**config.mk**
```make
export PLATFORM = sky130hd
export DESIGN_NAME = axi_ad9361_rx_delay_tune
export DESIGN_NICKNAME = d
export VERILOG_FILES = /design/src/rtl/axi_ad9361_rx_delay_tune_pkg.sv /design/src/rtl/axi_ad9361_rx_tune_window.sv /design/src/rtl/axi_ad9361_rx_delay_tune.sv
export SDC_FILE = /design/constraint.sdc
export NUM_CORES = 1
export LEC_CHECK = 0
export BUFFER_PORTS_ARGS = -buffer_cell sky130_fd_sc_hd__buf_4
export CORE_MARGIN = 3
export CORE_UTILIZATION = 53
export CTS_CLUSTER_SIZE = 28
export DETAILED_ROUTE_END_ITERATION = 6
export PLACE_DENSITY = 0.87
export SYNTH_ARGS = -nofsm -noshare
export SYNTH_HDL_FRONTEND = slang
export SYNTH_SLANG_ARGS = --single-unit
```
**constraint.sdc**
```tcl
create_clock -name up_clk -period 6.5 [get_ports up_clk]
set_input_delay 1.625 -clock up_clk [delete_from_list [all_inputs] [get_ports up_clk]]
set_output_delay 1.625 -clock up_clk [all_outputs]
set_load 0.01 [all_outputs]
```
**src/rtl/axi_ad9361_rx_delay_tune_pkg.sv**
```systemverilog
// Shared definitions for the AD9361 RX IDELAY sweep: FSM state encoding and
// the width helper for the combined settle/dwell counter.
package axi_ad9361_rx_delay_tune_pkg;

  localparam logic [2:0] ST_IDLE   = 3'd0;
  localparam logic [2:0] ST_LOAD   = 3'd1;
  localparam logic [2:0] ST_SETTLE = 3'd2;
  localparam logic [2:0] ST_CLEAR  = 3'd3;
  localparam logic [2:0] ST_DWELL  = 3'd4;
  localparam logic [2:0] ST_EVAL   = 3'd5;
  localparam logic [2:0] ST_APPLY  = 3'd6;
  localparam logic [2:0] ST_DONE   = 3'd7;

  // One extra bit over clog2 so a power-of-two cycle count still fits.
  function automatic int cnt_width(input int settle, input int dwell);
    int longest;
    longest = (settle > dwell) ? settle : dwell;
    return $clog2(longest) + 1;
  endfunction

endpackage

```
**src/rtl/axi_ad9361_rx_tune_window.sv**
```systemverilog
// Longest error-free tap run tracker. The earliest window wins ties; the centre
// is the floor midpoint of the best window.
module axi_ad9361_rx_tune_window
  import axi_ad9361_rx_delay_tune_pkg::*;
#(
  parameter int TAP_WIDTH = 5
) (
  input  logic                 clk,
  input  logic                 rst_n,
  input  logic                 clr,
  input  logic                 eval,
  input  logic                 pass,
  input  logic [TAP_WIDTH-1:0] tap,
  output logic [TAP_WIDTH-1:0] best_start,
  output logic [TAP_WIDTH:0]   best_len,
  output logic [TAP_WIDTH-1:0] centre
);

  logic [TAP_WIDTH-1:0] cur_start_q, cur_start_d;
  logic [TAP_WIDTH:0]   cur_len_q, cur_len_d;
  logic [TAP_WIDTH-1:0] best_start_q, best_start_d;
  logic [TAP_WIDTH:0]   best_len_q, best_len_d;
  logic [TAP_WIDTH:0]   len_m1;

  always_comb begin
    // NOTE: every _d gets a default first so no path leaves it unassigned (no latch).
    cur_start_d  = cur_start_q;
    cur_len_d    = cur_len_q;
    best_start_d = best_start_q;
    best_len_d   = best_len_q;
    if (clr) begin
      cur_start_d  = '0;
      cur_len_d    = '0;
      best_start_d = '0;
      best_len_d   = '0;
    end else if (eval) begin
      if (pass) begin
        cur_len_d = cur_len_q + (TAP_WIDTH+1)'(1);
        if (cur_len_q == '0) cur_start_d = tap;
        if (cur_len_d > best_len_q) begin
          best_len_d   = cur_len_d;
          best_start_d = cur_start_d;
        end
      end else begin
        cur_len_d = '0;
      end
    end
  end

  // NOTE: reset is synchronous, so it is tested inside the clocked block only.
  always_ff @(posedge clk) begin
    if (!rst_n) begin
      cur_start_q  <= '0;
      cur_len_q    <= '0;
      best_start_q <= '0;
      best_len_q   <= '0;
    end else begin
      cur_start_q  <= cur_start_d;
      cur_len_q    <= cur_len_d;
      best_start_q <= best_start_d;
      best_len_q   <= best_len_d;
    end
  end

  assign len_m1     = best_len_q - (TAP_WIDTH+1)'(1);
  assign best_start = best_start_q;
  assign best_len   = best_len_q;
  assign centre     = TAP_WIDTH'({1'b0, best_start_q} + (len_m1 >> 1));

endmodule

```
**src/rtl/axi_ad9361_rx_delay_tune.sv**
```systemverilog
// Hardware IDELAY eye sweep for the AD9361 RX interface: steps a common tap over
// the masked lanes, dwells on PN status per tap and loads the best window centre.
module axi_ad9361_rx_delay_tune
  import axi_ad9361_rx_delay_tune_pkg::*;
#(
  parameter int NUM_LANES     = 13,
  parameter int TAP_WIDTH     = 5,
  parameter int SETTLE_CYCLES = 16,
  parameter int DWELL_CYCLES  = 1024,
  parameter int MIN_WINDOW    = 4
) (
  input  logic                           up_clk,
  input  logic                           up_rstn,
  input  logic                           start,
  input  logic [NUM_LANES-1:0]           lane_mask,
  input  logic                           delay_locked,
  input  logic [NUM_LANES*TAP_WIDTH-1:0] up_drdata,
  input  logic                           pn_err,
  input  logic                           pn_oos,
  output logic                           pn_clr,
  output logic [NUM_LANES-1:0]           up_dld,
  output logic [NUM_LANES*TAP_WIDTH-1:0] up_dwdata,
  output logic                           busy,
  output logic                           done,
  output logic                           fail,
  output logic                           lock_err,
  output logic [TAP_WIDTH-1:0]           result_tap,
  output logic [TAP_WIDTH:0]             result_len
);

  localparam int BUS_W = NUM_LANES * TAP_WIDTH;
  localparam int CNT_W = cnt_width(SETTLE_CYCLES, DWELL_CYCLES);
  localparam logic [TAP_WIDTH-1:0] MAX_TAP = '1;

  logic [2:0]           state_q, state_d;
  logic [CNT_W-1:0]     cnt_q, cnt_d;
  logic [TAP_WIDTH-1:0] tap_q, tap_d;
  logic [NUM_LANES-1:0] mask_q, mask_d;
  logic [BUS_W-1:0]     orig_q, orig_d;
  logic                 tap_bad_q, tap_bad_d;

  logic                 pn_clr_q, pn_clr_d;
  logic [NUM_LANES-1:0] up_dld_q, up_dld_d;
  logic [BUS_W-1:0]     up_dwdata_q, up_dwdata_d;
  logic                 busy_q, busy_d;
  logic                 done_q, done_d;
  logic                 fail_q, fail_d;
  logic                 lock_err_q, lock_err_d;
  logic [TAP_WIDTH-1:0] result_tap_q, result_tap_d;
  logic [TAP_WIDTH:0]   result_len_q, result_len_d;

  logic                 win_clr, win_eval;
  logic [TAP_WIDTH:0]   best_len;
  logic [TAP_WIDTH-1:0] centre;
  logic                 in_sweep, success;
  logic                 load_en, load_orig_only;
  logic [TAP_WIDTH-1:0] load_tap;

  axi_ad9361_rx_tune_window #(
    .TAP_WIDTH (TAP_WIDTH)
  ) u_window (
    .clk        (up_clk),
    .rst_n      (up_rstn),
    .clr        (win_clr),
    .eval       (win_eval),
    .pass       (!tap_bad_q),
    .tap        (tap_q),
    .best_start (),
    .best_len   (best_len),
    .centre     (centre)
  );

  assign in_sweep = (state_q == ST_LOAD) || (state_q == ST_SETTLE) || (state_q == ST_CLEAR) ||
                    (state_q == ST_DWELL) || (state_q == ST_EVAL);
  // A lock loss during the sweep forces failure regardless of the window found.
  assign success  = !lock_err_q && (best_len >= (TAP_WIDTH+1)'(MIN_WINDOW));

  always_comb begin
    state_d        = state_q;
    cnt_d          = cnt_q;
    tap_d          = tap_q;
    mask_d         = mask_q;
    orig_d         = orig_q;
    tap_bad_d      = tap_bad_q;
    busy_d         = busy_q;
    fail_d         = fail_q;
    lock_err_d     = lock_err_q;
    result_tap_d   = result_tap_q;
    result_len_d   = result_len_q;
    pn_clr_d       = 1'b0;
    up_dld_d       = '0;
    up_dwdata_d    = '0;
    done_d         = 1'b0;
    win_clr        = 1'b0;
    win_eval       = 1'b0;
    load_en        = 1'b0;
    load_orig_only = 1'b0;
    load_tap       = tap_q;

    if (done_q) busy_d = 1'b0;

    case (state_q)
      ST_IDLE: begin
        if (start && !busy_q) begin
          mask_d       = lane_mask;
          orig_d       = up_drdata;
          tap_d        = '0;
          tap_bad_d    = 1'b0;
          win_clr      = 1'b1;
          busy_d       = 1'b1;
          fail_d       = 1'b0;
          lock_err_d   = 1'b0;
          result_tap_d = '0;
          result_len_d = '0;
          if (!delay_locked) begin
            fail_d     = 1'b1;
            lock_err_d = 1'b1;
            state_d    = ST_DONE;
          end else begin
            state_d    = ST_LOAD;
          end
        end
      end
      ST_LOAD: begin
        load_en = 1'b1;
        cnt_d   = CNT_W'(SETTLE_CYCLES - 1);
        state_d = ST_SETTLE;
      end
      ST_SETTLE: begin
        if (cnt_q == '0) state_d = ST_CLEAR;
        else             cnt_d   = cnt_q - CNT_W'(1);
      end
      ST_CLEAR: begin
        pn_clr_d  = 1'b1;
        tap_bad_d = 1'b0;
        cnt_d     = CNT_W'(DWELL_CYCLES - 1);
        state_d   = ST_DWELL;
      end
      ST_DWELL: begin
        tap_bad_d = tap_bad_q | pn_err | pn_oos;
        if (cnt_q == '0) state_d = ST_EVAL;
        else             cnt_d   = cnt_q - CNT_W'(1);
      end
      ST_EVAL: begin
        win_eval = 1'b1;
        if (tap_q == MAX_TAP) begin
          state_d = ST_APPLY;
        end else begin
          tap_d   = tap_q + TAP_WIDTH'(1);
          state_d = ST_LOAD;
        end
      end
      ST_APPLY: begin
        load_en      = 1'b1;
        result_len_d = best_len;
        if (success) begin
          load_tap     = centre;
          result_tap_d = centre;
          fail_d       = 1'b0;
        end else begin
          load_orig_only = 1'b1;
          result_tap_d   = '0;
          fail_d         = 1'b1;
        end
        state_d = ST_DONE;
      end
      ST_DONE: begin
        done_d  = 1'b1;
        state_d = ST_IDLE;
      end
      default: state_d = ST_IDLE;
    endcase

    if (in_sweep && !delay_locked) begin
      lock_err_d = 1'b1;
      state_d    = ST_APPLY;
    end

    // Unmasked lanes always carry their pre-sweep value on the shared bus.
    if (load_en) begin
      up_dld_d = mask_q;
      for (int i = 0; i < NUM_LANES; i++) begin
        up_dwdata_d[i*TAP_WIDTH +: TAP_WIDTH] = (mask_q[i] && !load_orig_only) ?
                                                load_tap : orig_q[i*TAP_WIDTH +: TAP_WIDTH];
      end
    end
  end

  always_ff @(posedge up_clk) begin
    if (!up_rstn) begin
      // NOTE: non-blocking assignments keep every flop sampling pre-edge values.
      state_q      <= ST_IDLE;
      cnt_q        <= '0;
      tap_q        <= '0;
      mask_q       <= '0;
      orig_q       <= '0;
      tap_bad_q    <= 1'b0;
      pn_clr_q     <= 1'b0;
      up_dld_q     <= '0;
      up_dwdata_q  <= '0;
      busy_q       <= 1'b0;
      done_q       <= 1'b0;
      fail_q       <= 1'b0;
      lock_err_q   <= 1'b0;
      result_tap_q <= '0;
      result_len_q <= '0;
    end else begin
      state_q      <= state_d;
      cnt_q        <= cnt_d;
      tap_q        <= tap_d;
      mask_q       <= mask_d;
      orig_q       <= orig_d;
      tap_bad_q    <= tap_bad_d;
      pn_clr_q     <= pn_clr_d;
      up_dld_q     <= up_dld_d;
      up_dwdata_q  <= up_dwdata_d;
      busy_q       <= busy_d;
      done_q       <= done_d;
      fail_q       <= fail_d;
      lock_err_q   <= lock_err_d;
      result_tap_q <= result_tap_d;
      result_len_q <= result_len_d;
    end
  end

  assign pn_clr     = pn_clr_q;
  assign up_dld     = up_dld_q;
  assign up_dwdata  = up_dwdata_q;
  assign busy       = busy_q;
  assign done       = done_q;
  assign fail       = fail_q;
  assign lock_err   = lock_err_q;
  assign result_tap = result_tap_q;
  assign result_len = result_len_q;

endmodule

```
==> impl_metrics.json, run 1 <==
{
  "postSynthCellCount": 1000,
  "post-route-min-period_ns": 3.624,
  "clk_pin_slew_ns": 0.06,
  "startpoint_type": "primary input",
  "multi_input_area_sq_um": 4254,
  "stdcell_area_sq_um": 11010,
  "synth_warnings": 0,
  "antenna_found_initial": 0,
  "fin_nets": 1238,
  "drt_iter0_markers": 610,
  "cp_num_buf_inv": 1,
  "fp.dieH_um": 135.7,
  "synthFlopType": "dfxtp_1",
  "wl_met2_mm": 11.28,
  "dieArea_sq_um": 18430,
  "fmax_mhz": 275.9,
  "area_delta_synth_final_pct": 23.44,
  "overflow": 0,
  "p_leak_nw": 4.406,
  "clock_sinks": 214,
  "cts_setup_buffers": 0,
  "viasPerCell": 5.481,
  "relSlewSlack_pct": 17.58,
  "fin_worst_skew_ns": 0.01447,
  "max_cap_violations": 0,
  "ant_nets": 0,
  "p_per_area_nw_per_um2": 363.9,
  "synth_enable_flop_cells": 0,
  "cts_buffers": 23,
  "end_kind": "flop",
  "yosysUniqueCellTypes": 62,
  "p_sw_share_pct": 34.35,
  "place_area_sq_um": 10250,
  "critPathMaxFanout": 87,
  "seq_area_frac_synth_pct": 48.02,
  "setup_viol": 0,
  "intPower_mw": 2.631,
  "drc": 0,
  "start_util_pct": 55.16,
  "seqPwrFrac_pct": 40.7,
  "route.met3.wl_mm": 1.987,
  "nFillCells": 1217,
  "outcome": "finished clean",
  "cts-root-buf": "clkbuf_16",
  "drv_slew": 0,
  "ff_latch_area_sq_um": 4284,
  "via_count": 7493,
  "ctsHtreeMaxLevel": 1,
  "die_w_um": 135.7,
  "synth.net_count": 1104,
  "cp.arrival_ns": 4.01,
  "cts_resized": 0,
  "ys_ff_latch": 214,
  "critPathMaxStageDelay_ns": 0.82,
  "track_usage_pct": 24.34,
  "place_hpwl_mm": 15.83,
  "rsz0062_at_grt": "false",
  "clk_latency_ns": 0.52,
  "wl_met1_mm": 9.529,
  "port_buffers": 177,
  "clk_path_buf_depth": 3,
  "cp_slowest_cell": "and2_0",
  "crit_required_ns": 6.88,
  "grt_pass1_wl_mm": 36.14,
  "drive_gt1_share_pct": 22.94,
  "power_frac_clock_pct": 32.4,
  "instances_no_fill": 1367,
  "num_rows": 46,
  "dp_cells": 1325,
  "ys_async_sr_fraction_pct": 0,
  "firstDrtPassIters": 5,
  "routabilityCongestion": 0.9123,
  "crit_type": "primary input to flop",
  "tns_ns": 0,
  "pin_count": 178,
  "ir_drop_v": 0.0002881,
  "pwr-share-comb_pct": 27.0,
  "hold_viol_final": 0,
  "core_area_sq_um": 16170,
  "crit_family": "simple AND/OR/NAND/NOR gates",
  "synth_area_per_cell_sq_um": 8.921,
  "diodes": 0,
  "grt_pass1_vias": 6989,
  "cts_tree": "yes",
  "worstPathCellList": "buf_4 -> nor2b_1 -> nand2_4 -> and2_0 -> nand2_1 -> mux2i_1",
  "period_share_pct": 55.75,
  "grt_max_degree": 88,
  "top_layer": "met4",
  "hold_path.class": "flop to flop",
  "power_switching_mw": 1.376,
  "routedWlPerCell_um": 17.07,
  "cts_hold_buf": 0,
  "tightest_slew_ns": 1.212,
  "wl_mm": 23.34,
  "netlist_area_sq_um": 8921
}
==> flip-flops by register name, summed over array words and instances (netlist names), 3 cells and up <==
name and flops:
orig_q 65, tap_q 5, state_q 3, cnt_q 11
u_window.cur_len_q 6, up_dld 13, mask_q 13, result_tap 5
u_window.best_start 5, u_window.cur_start_q 5, result_len 6, up_dwdata 65
u_window.best_len 6
==> per-stage QoR <==
stage	power [mW]	setup slack, ns	util [%]	hold WS (ns)
global placement	2.682	2.549	63.35	0.4465
floorplan	2.425	3.769	-	0.4345
detailed placement	2.721	2.429	63.35	0.4546
CTS	4.022	2.927	68.09	0.4629
global route	4.227	2.707	68.09	0.4816
finish	4.008	2.876	68.09	0.4606
==> synthesized netlist by cell type, types with 13 or more instances <==
library cell	count	area share, %
dfxtp_1	214	48
nand2_1	207	8.7
a21boi_0	86	7.2
nor2_1	78	3.3
a21oi_1	49	2.7
o21ai_0	40	2.2
clkbuf_1	33	1.4
mux2i_1	33	3.7
and2_1	31	2.2
buf_2	27	1.5
a211oi_2	20	2.8
ha_1	19	2.7
inv_1	17	0.72
nand3_1	13	0.73
nor2b_1	13	0.91
==> power by group through the flow <==
stage	combinational (mW)	sequential, mW	clock, mW
after floorplan	0.817	1.61	0
after global placement	1.04	1.65	0
after detailed placement	1.07	1.65	0
after CTS	1.08	1.63	1.32
after global routing	1.21	1.65	1.37
final	1.08	1.63	1.30
==> placed cells by master (no fill, tap or decap), drive strengths merged, types with 10 or more instances in the layout <==
| master | instances |
|---|---|
| nor2 | 78 |
| nand2 | 207 |
| ha | 19 |
| a21boi | 86 |
| nor2b | 13 |
| a22oi | 10 |
| buf | 183 |
| inv | 19 |
| a21oi | 50 |
| dfxtp | 214 |
| nand3 | 13 |
| and2 | 34 |
| mux2i | 33 |
| o21ai | 41 |
| clkbuf | 31 |
| a211oi | 28 |
==> per-layer routing <==
metal	GRT usage, %	vias up
met5	0	-
met4	6.663	0
met3	4.086	43
met2	41.23	310
met1	32.28	3497
li1	-	3643
==> final timing paths <==
check                            start                      to  slack [ns]  cells past startpoint
hold reg to reg             orig_q[19]              orig_q[19]        0.46                      2
setup / recovery                 start  u_window.best_start[3]        2.88                      6
hold / removal              orig_q[19]              orig_q[19]        0.46                      2
setup reg to reg  u_window.best_len[0]            up_dwdata[9]        3.10                     10
==> cell families (layout without fill, tap and decap cells) <==
family	count (synthesis)	in the layout	share of synthesized area (%)
buffers and inverters	91	242	4.684
AND/OR/NAND/NOR	379	379	18.93
XOR/XNOR	14	14	1.529
AO/OA/AOI/OAI	243	243	19.44
adder cells (fa/ha/maj)	20	20	2.889
flip-flops	214	214	48.02
multiplexers	39	39	4.502
==> final cells by class <==
class / count / area share (%)
clock inverter: 11 / 0.9999
multi-input combinational: 695 / 38.63
timing repair buffer: 183 / 12.48
inverter: 17 / 0.5795
tap: 216 / 2.454
sequential: 214 / 38.90
clock buffer: 31 / 5.954
==> worst reg2reg max path, stage by stage, from the launching register on <==
cell	delay, ns
dfxtp_1	0.41
inv_1	0.10
ha_1	0.29
inv_1	0.04
ha_1	0.20
fa_1	0.40
a21o_1	0.17
a21oi_1	0.17
xnor3_1	0.28
mux2i_2	0.96
a21oi_1	0.23
(Power assumes the default switching activity.)
==> run 2: changes to the inputs <==
Settings changed: ABC_AREA from default to 1, CORE_UTILIZATION 53 to 49, PLACE_DENSITY 0.87 to 0.85.
Clock period 6.5 ns to 3.1 ns, I/O delays scaled along.
==> impl_metrics.json, run 2 <==
{
  "outcome": "finished clean",
  "synthFlopType": "dfxtp_1",
  "port_buffers": 177,
  "routabilityCongestion": 0.9366,
  "cts_resized": 0,
  "p_leak_nw": 5.143,
  "via_count": 8214,
  "rsz0062_at_grt": "false",
  "final_util_pct": 62.81,
  "relSlewSlack_pct": 35.66,
  "num_rows": 48,
  "synth_enable_flop_cells": 0,
  "grt_busiest_layer": "met2",
  "ctsHtreeMaxLevel": 1,
  "diodes": 0,
  "met3_usage_pct": 3.862,
  "synthTopCellsByCount": "256 x nor2_1, 214 x dfxtp_1, 148 x o21ai_0",
  "synth_top_cell_area_share_pct": 49.32,
  "seq_area_frac_synth_pct": 49.32,
  "hold_path.class": "flop to flop",
  "cp.arrival_ns": 2.90,
  "muxShareOfSynthArea_pct": 0,
  "ir_drop_v": 0.0004693,
  "synth_top_family_by_area": "simple AND/OR/NAND/NOR gates",
  "clk_pin_slew_ns": 0.06,
  "die_w_um": 139.1,
  "period_share_pct": 80.03,
  "synth_area_per_cell_sq_um": 7.553,
  "grt_use_met1_pct": 31.97,
  "instances_no_fill": 1550,
  "synth_compound_area_share_pct": 14.87,
  "yosysUniqueCellTypes": 37,
  "power_frac_clock_pct": 29.5,
  "end_kind": "flop",
  "synth_fa_ha_area_share_pct": 2.967,
  "cp_slowest_cell": "dfxtp_1",
  "start_util_pct": 50.22,
  "cp_num_buf_inv": 1,
  "yosysMostFrequentCell": "nor2_1",
  "use_met2_pct": 40.40,
  "startpoint_type": "flop",
  "tightest_slew_ns": 0.9651,
  "cts_buffers": 22,
  "yosys.area_share.simple_pct": 23.26,
  "post-place-ws_ns": 0.6668,
  "grt_pass1_vias": 7840,
  "multi_input_area_sq_um": 3649,
  "clk_path_buf_depth": 3,
  "crit_type": "flop to flop",
  "drv_slew": 0,
  "synth_top_cell_by_area": "dfxtp_1",
  "overflow": 0,
  "fin_nets": 1413,
  "place_hpwl_mm": 16.64,
  "synth_xor_area_share_pct": 0.9075,
  "dieArea_sq_um": 19360,
  "pin_count": 178,
  "final_cell_mix": "256 x nor2_1, 214 x dfxtp_1, 186 x buf_4",
  "ys_ff_latch": 214,
  "cts_setup_buffers": 0,
  "firstDrtPassIters": 7,
  "ant_nets": 0,
  "crit_required_ns": 3.52,
  "setup_ws_ns": 0.6192,
  "synth.net_count": 1254,
  "drive_gt1_share_pct": 19.92,
  "fmax_mhz": 403.1,
  "critPathMaxFanout": 12,
  "crit_top_cell": "nand2_1",
  "antenna_found_initial": 0,
  "hold_viol_final": 0,
  "pwr-share-comb_pct": 31.4,
  "synthTopCellsByArea": "dfxtp_1 49%, nor2_1 11%, o21ai_0 8.5%",
  "critPathMaxStageDelay_ns": 0.40,
  "wl_mm": 24.64,
  "synth_warnings": 0,
  "fin_worst_skew_ns": 0.02502,
  "dp_cells": 1510,
  "area_delta_synth_final_pct": 25.08,
  "core_area_sq_um": 17300,
  "drc": 0,
  "drt_iter0_markers": 727,
  "power_switching_mw": 3.233,
  "crit_family": "simple AND/OR/NAND/NOR gates",
  "grt_pass1_wl_mm": 39.43,
  "stdcell_area_sq_um": 10860,
  "place_area_sq_um": 10120,
  "final_common_cell": "nor2_1",
  "max_cap_violations": 0,
  "grt_max_degree": 92,
  "track_usage_pct": 24.64,
  "seqPwrFrac_pct": 39.1,
  "intPower_mw": 5.818,
  "viasPerCell": 5.299,
  "cp.depth": 12,
  "whs_path_depth": 2,
  "cts_hold_buf": 0,
  "ff_latch_area_sq_um": 4284,
  "routedWlPerCell_um": 15.90,
  "clk_latency_ns": 0.51,
  "setup_viol": 0,
  "p_per_area_nw_per_um2": 833.1,
  "postSynthCellCount": 1150,
  "fp.dieH_um": 139.1,
  "cts-root-buf": "clkbuf_16",
  "p_sw_share_pct": 35.72,
  "reg2reg_depth": 12,
  "post-route-min-period_ns": 2.481,
  "worstPathCellList": "ha_1 -> nand3_1 -> xor2_1 -> ha_1 -> nand2_1 -> nor2_1 -> o21ai_0 -> o211ai_1 -> nand2_1 -> inv_1 -> nand2_1 -> a21oi_1",
  "cts_tree": "yes",
  "ys_async_sr_fraction_pct": 0,
  "tns_ns": 0,
  "netlist_area_sq_um": 8686,
  "clock_sinks": 214,
  "nFillCells": 1445
}
run 2: changes by cell type after synthesis, sizes merged, moves of 10 or more:
cell | before | now
a211oi | 28 | 1
a21boi | 86 | 1
a21oi | 50 | 84
and2 | 34 | 0
buf | 40 | 30
clkbuf | 34 | 23
inv | 17 | 126
mux2i | 33 | 0
nand2 | 207 | 138
nand3 | 13 | 65
nor2 | 78 | 262
nor2b | 13 | 0
o21ai | 41 | 152
run 2: path summary, 6_finish.rpt:
check | slack, ns | from | to
max | 0.62 | u_window.cur_len_q[1] | u_window.best_len[1]
min | 0.46 | orig_q[48] | orig_q[48]
max reg2reg | 0.62 | u_window.cur_len_q[1] | u_window.best_len[1]
min reg2reg | 0.46 | orig_q[48] | orig_q[48]
run 2: cells by family (layout without fill, tap and decap cells):
group                      Yosys count  after routing
AOI/OAI and AO/OA                  248            248
xor gates and xnor gates             9              9
adders and majority gates           20             20
buffers and inverters              179            354
DFF                                214            214
and+or+nand+nor                    480            480
run 2: layout make-up:
cell class	count	area share, %
Sequential cell	214	39.43
Multi-Input combinational cell	757	33.58
Timing Repair Buffer	188	13.22
Clock buffer	30	5.712
Inverter	126	4.365
Tap cell	225	2.591
Clock inverter	10	1.094
run 2: power groups by stage:
stage                     Sequential, mW  Combinational [mW]  Clock [mW]
after floorplan                     3.56                2.01           0
after global placement              3.57                2.70           0
after detailed placement            3.58                2.79           0
after CTS                           3.53                2.81        2.70
after global routing                3.59                3.20        2.82
final                               3.54                2.84        2.67
run 2: layer usage:
layer,share of wire (%),up-vias
met2,47,391
met4,4.6,0
met5,0,-
li1,-,3994
met1,41,3750
met3,7.9,79
run 2: worst min-delay path: stages, from the launching register on:
cell,delay [ns]
dfxtp_1,0.30
inv_1,0.06
a21oi_1,0.05
run 2: stage by stage:
stage / power (mW) / hold slack, ns
final: 9.051 / 0.4565
after global routing: 9.609 / 0.4702
after CTS: 9.048 / 0.4534
after detailed placement: 6.373 / 0.4438
after global placement: 6.273 / 0.4401
after floorplan: 5.570 / 0.4297
